==> config.mk <==
export PLATFORM = sky130hd
export DESIGN_NAME = vram_brush_writer
export DESIGN_NICKNAME = d
export VERILOG_FILES = /design/src/rtl/vram_brush_writer.sv
export SDC_FILE = /design/constraint.sdc
export NUM_CORES = 1
export LEC_CHECK = 0
export ABC_AREA = 1
export CORE_UTILIZATION = 50
export CTS_CLUSTER_SIZE = 12
export DETAILED_ROUTE_END_ITERATION = 10
export MAX_ROUTING_LAYER = met4
export PLACE_DENSITY = 0.74
export SLEW_MARGIN = 20
export SYNTH_ARGS = -nofsm -noshare
export SYNTH_HDL_FRONTEND = slang
export SYNTH_SLANG_ARGS = --single-unit
==> constraint.sdc <==
create_clock -name clk -period 6.3 [get_ports clk]
set_input_delay 1.26 -clock clk [delete_from_list [all_inputs] [get_ports clk]]
set_output_delay 1.26 -clock clk [all_outputs]
set_load 0.01 [all_outputs]
==> src/rtl/vram_brush_writer.sv <==
// vram_brush_writer: clears the frame buffer and stamps a square brush around each new touch point.
module vram_brush_writer #(
  parameter int DISPLAY_WIDTH = 240,
  parameter int DISPLAY_HEIGHT = 320,
  parameter int BRUSH = 3,
  localparam int VRAM_L = DISPLAY_WIDTH * DISPLAY_HEIGHT,
  localparam int A = $clog2(VRAM_L)
) (
  input  logic         clk,
  input  logic         rst,
  input  logic         touch_valid,
  input  logic [8:0]   touch_x,
  input  logic [8:0]   touch_y,
  input  logic         clear_req,
  input  logic [15:0]  clear_color,
  input  logic [15:0]  draw_color,
  output logic         vram_wr_ena,
  output logic [A-1:0] vram_wr_addr,
  output logic [15:0]  vram_wr_data,
  output logic         busy
);
  localparam int HALF = (BRUSH - 1) / 2;
  localparam int N = BRUSH * BRUSH;
  typedef enum logic [1:0] {S_CLEAR, S_IDLE, S_PAINT} state_t;
  state_t r_state;
  logic [A:0] r_cnt;
  logic [8:0] r_x, r_y, r_last_x, r_last_y;
  logic r_last_v;
  logic [15:0] r_color;
  logic [3:0] r_dx, r_dy;
  logic [7:0] r_n;
  logic w_idle, w_in, w_wrap, w_accept;
  logic [8:0] w_bx, w_by;
  logic [3:0] w_dx, w_dy, w_ndx, w_ndy;
  logic [11:0] w_px, w_py;
  logic [A-1:0] w_addr;
  // In idle the pixel path evaluates offset (0,0) of the incoming touch so the first write lands one cycle after acceptance
  assign w_idle = r_state == S_IDLE;
  assign w_bx = w_idle ? touch_x : r_x;
  assign w_by = w_idle ? touch_y : r_y;
  assign w_dx = w_idle ? 4'd0 : r_dx;
  assign w_dy = w_idle ? 4'd0 : r_dy;
  assign w_px = {3'b0, w_bx} + {8'b0, w_dx} - 12'(HALF);
  assign w_py = {3'b0, w_by} + {8'b0, w_dy} - 12'(HALF);
  assign w_in = !w_px[11] && !w_py[11] && w_px < 12'(DISPLAY_WIDTH) && w_py < 12'(DISPLAY_HEIGHT);
  assign w_addr = A'(w_py) * A'(DISPLAY_WIDTH) + A'(w_px);
  assign w_wrap = w_dx == 4'(BRUSH - 1);
  assign w_ndx = w_wrap ? 4'd0 : w_dx + 4'd1;
  assign w_ndy = w_wrap ? w_dy + 4'd1 : w_dy;
  assign w_accept = touch_valid && 32'(touch_x) < DISPLAY_WIDTH && 32'(touch_y) < DISPLAY_HEIGHT
                    && !(r_last_v && touch_x == r_last_x && touch_y == r_last_y);
  always_ff @(posedge clk) begin
    if (rst) begin
      r_state <= S_CLEAR;
      r_cnt <= '0;
      r_last_v <= 1'b0;
      vram_wr_ena <= 1'b0;
      vram_wr_addr <= '0;
      vram_wr_data <= '0;
      busy <= 1'b1;
    end else begin
      case (r_state)
        S_CLEAR: begin
          if (r_cnt == (A+1)'(VRAM_L)) begin
            r_state <= S_IDLE;
            vram_wr_ena <= 1'b0;
            busy <= 1'b0;
          end else begin
            vram_wr_ena <= 1'b1;
            vram_wr_addr <= r_cnt[A-1:0];
            vram_wr_data <= clear_color;
            r_cnt <= r_cnt + 1'b1;
          end
        end
        S_IDLE: begin
          vram_wr_ena <= 1'b0;
          if (clear_req) begin
            r_state <= S_CLEAR;
            r_cnt <= '0;
            r_last_v <= 1'b0;
            busy <= 1'b1;
          end else if (w_accept) begin
            r_state <= S_PAINT;
            r_x <= touch_x;
            r_y <= touch_y;
            r_color <= draw_color;
            r_dx <= w_ndx;
            r_dy <= w_ndy;
            r_n <= 8'd1;
            busy <= 1'b1;
            vram_wr_ena <= w_in;
            vram_wr_addr <= w_in ? w_addr : '0;
            vram_wr_data <= draw_color;
          end
        end
        S_PAINT: begin
          if (clear_req) begin
            r_state <= S_CLEAR;
            r_cnt <= '0;
            r_last_v <= 1'b0;
            vram_wr_ena <= 1'b0;
          end else if (r_n == 8'(N)) begin
            r_state <= S_IDLE;
            vram_wr_ena <= 1'b0;
            busy <= 1'b0;
            r_last_x <= r_x;
            r_last_y <= r_y;
            r_last_v <= 1'b1;
          end else begin
            r_dx <= w_ndx;
            r_dy <= w_ndy;
            r_n <= r_n + 8'd1;
            vram_wr_ena <= w_in;
            vram_wr_addr <= w_in ? w_addr : '0;
            vram_wr_data <= r_color;
          end
        end
        default: begin
          r_state <= S_CLEAR;
          r_cnt <= '0;
        end
      endcase
    end
  end
endmodule

==> flow_summary.json <==
{
  "outcome": "finished, final reports clean",
  "critical-path-slowest-cell": "sky130_fd_sc_hd__fa_1",
  "globalRouteMet2Util_pct": 40.1,
  "route.vias.total": 7736,
  "worst_slew_margin_rel_pct": 35.6,
  "min-delay-start": "r_x[6]",
  "row_count": 47,
  "numPlacedInstances": 1458,
  "min_period_over_period_pct": 94.3,
  "cts-buffers-inserted": 17,
  "maximum_net_fanout_on_the_critical_path": 4,
  "report.final.hold_viol_count": 0,
  "post-route-drc-count": 0,
  "initialDrtViolationCount": 644,
  "ff2ff_path_depth": 33,
  "timing.critical_path.arrival_ns": 6.31,
  "clock_tree_from_tritoncts": "yes",
  "final_design_area_no_fill_sq_um": 10700,
  "worst_reg2reg_setup_slack_ns": 0.51,
  "worst_ep_required_time_ns": 6.67,
  "critical_path.reg2reg.startpoint": "r_state[1]",
  "netlist_area_sq_um": 8690,
  "antenna_violating_nets_post_route": 0,
  "cts_htree_levels": 4,
  "grt.total_usage_pct": 25.4,
  "timing.fmax_mhz": 168,
  "syn-num-nets": 1268,
  "core_area_sq_um": 16800,
  "clk_transition_reported_paths_ns": 0.07,
  "insertion_delay_ns": 0.43,
  "layout.cells.most_common": "sky130_fd_sc_hd__nand2_1",
  "via_count_of_the_first_global_routing_pass": 7424,
  "most-common-layout-cells": "sky130_fd_sc_hd__nand2_1 (245), sky130_fd_sc_hd__inv_1 (194), sky130_fd_sc_hd__a21oi_1 (113)",
  "chipHeight_um": 134,
  "yosys_warning_count": 0,
  "worst_setup_sp_type": "input port",
  "fp.dieArea_sq_um": 17900,
  "filler_cell_count": 1472,
  "number_of_antenna_violations_at_the_first_check_in_global_routing": 0,
  "synthFlopType": "sky130_fd_sc_hd__edfxtp_1",
  "worst_setup_path_end_kind": "flip-flop",
  "total_iterations_of_the_first_detailed_routing_run": 5,
  "fin_ws_ns": 0.359,
  "timing.final.setup_violations": 0,
  "dpl_hpwl_um": 15100,
  "grt-ovfl-total": 0,
  "holdBufCountCts": 0,
  "root_buffer": "sky130_fd_sc_hd__clkbuf_16",
  "detailedPlace.worstSlack_ns": -0.356,
  "clk_path_buf_depth": 2,
  "timing_max_transition_violations_final": 0,
  "fp.dieW_um": 134,
  "timing.clock.skew_ns": 0.00982,
  "critical_path_buf_inv_count": 6,
  "grt_start_max_net_pins": 47,
  "met1_usage_pct": 33.7,
  "grt_first_pass_wirelength_um": 35400,
  "port-buffer-count": 88,
  "fraction_of_final_layout_cells_with_drive_strength_greater_than_1_pct": 9.76,
  "synth_async_sr_flop_share_pct": 0,
  "cts.sink_count": 124,
  "place_area_sq_um": 10000,
  "effective_utilization_at_floorplan_pct": 51.8,
  "critical_path.reg2reg.endpoint": "vram_wr_addr[16]",
  "max-cap-violations": 0,
  "min_period_ns": 5.94,
  "whs_path_depth": 0,
  "wl_um": 21100,
  "critical-path-top-cell-by-count": "sky130_fd_sc_hd__nand2_1",
  "areaGrowthSynthToFinish_pct": 23.6,
  "via_per_inst": 5.19,
  "yosys_register_bits": 124,
  "synth.avg_cell_area_sq_um": 7.67,
  "worst_hold_slack_ns": 0.443,
  "finalWeightedCongestion": 0.922,
  "synth_edf_count": 68,
  "post_layout_nonfiller_instances": 1490,
  "critPathKind": "input port to flip-flop",
  "setup_bufs_post_cts": 0,
  "synth.lib_cells_used.distinct": 48,
  "worst_stage_delay_on_the_critical_path_ns": 0.52,
  "timing_worst_slew_pin_value_ns": 0.966,
  "synthesis.instances": 1132,
  "worst_hold_path.endpoint": "r_last_x[6]",
  "routed_wire_length_per_instance_um": 14.2,
  "grtUsageMet3_pct": 4.50,
  "grt_busiest_layer": "met2",
  "nNetsFinal": 1393,
  "antennaDiodeCount": 0,
  "crit_family": "adder cells",
  "worstHoldPathType": "flip-flop to flip-flop",
  "seq_area_frac_synth_pct": 36.4,
  "top_level_ports": 89
}
flip-flops by register name, summed over array words and instances (netlist names), 4 cells and up:
signal        count
r_cnt            18
vram_wr_addr     17
r_color          16
vram_wr_data     16
r_last_x          9
r_last_y          9
r_x               9
r_y               9
r_n               8
r_dx              4
r_dy              4
worst max path at each step:
stage	from	to	slack, ns	cells after the start
2_1_floorplan	touch_y[1]	vram_wr_addr[16]	0.30	29
3_3_place_gp	touch_y[3]	vram_wr_addr[16]	-0.17	33
3_5_place_dp	touch_y[3]	vram_wr_addr[16]	-0.36	33
4_1_cts	touch_y[3]	vram_wr_addr[16]	0.007	33
5_1_grt	touch_y[1]	vram_wr_addr[16]	-0.01	31
6_report	touch_y[1]	vram_wr_addr[16]	0.36	31
cell type report:
cell class	instances	area, sq um	share of cell area (%)
Multi-Input combinational cell	777	4710	43.9
Sequential cell	124	3160	29.5
Timing Repair Buffer	136	1240	11.5
Inverter	201	754	7.03
Clock buffer	17	425	3.96
Tap cell	220	275	2.56
Clock inverter	15	166	1.55
logic make-up (layout without fill, tap and decap cells):
family | after synthesis | count (layout) | share of synthesized area (%)
buffers and inverters | 231 | 369 | 10.8
adder cells (fa/ha/maj) | 82 | 82 | 13.3
XOR/XNOR | 51 | 51 | 5.14
flip-flops | 124 | 124 | 36.4
AND/OR/NAND/NOR | 468 | 468 | 23.3
multiplexers | 5 | 5 | 0.576
AO/OA/AOI/OAI | 171 | 171 | 10.4
metal layers:
layer	wire length [um]	share of wire [%]	vias up
met5	0	0	-
li1	-	-	3939
met4	265	1.3	0
met3	894	4.2	26
met1	10000	47	3560
met2	9940	47	211
synth_stat cells, drive strengths merged, types with 15 or more instances:
| cell | instances | area (sq um) |
|---|---|---|
| edfxtp | 68 | 2040 |
| nand3 | 66 | 355 |
| dfxtp | 56 | 1120 |
| o21ai | 36 | 180 |
| nand4 | 19 | 119 |
| nand2 | 250 | 943 |
| buf | 15 | 113 |
| xnor2 | 18 | 158 |
| nor3 | 28 | 140 |
| nor2 | 84 | 328 |
| a21oi | 116 | 584 |
| fa | 17 | 340 |
| xor2 | 33 | 289 |
| inv | 200 | 751 |
| ha | 65 | 813 |
repair_timing:
item	CTS	global route
endpoints found under the setup margin	1	6
endpoints found under the hold margin	0	0
pin swaps	0	4
gates resized for setup	1	24
stage by stage:
step                setup TNS [ns]  util (%)
floorplan                        0         -
global placement            -0.583      59.8
detailed placement           -1.56      59.8
CTS                              0      63.4
global route               -0.0136      64.0
finish                           0      64.0
worst register-to-register path, delay by kind of cell, from the launching register on:
family	cells	cell delay, ns
adders and majority gates	8	2.65
DFF	1	0.38
AOI/OAI and AO/OA	2	0.25
xor gates and xnor gates	2	0.23
buffers and inverters	7	0.86
and+or+nand+nor	14	1.34
Power is not shown: default switching activity piles up to over one toggle a cycle in this logic, so the estimate is an artifact.
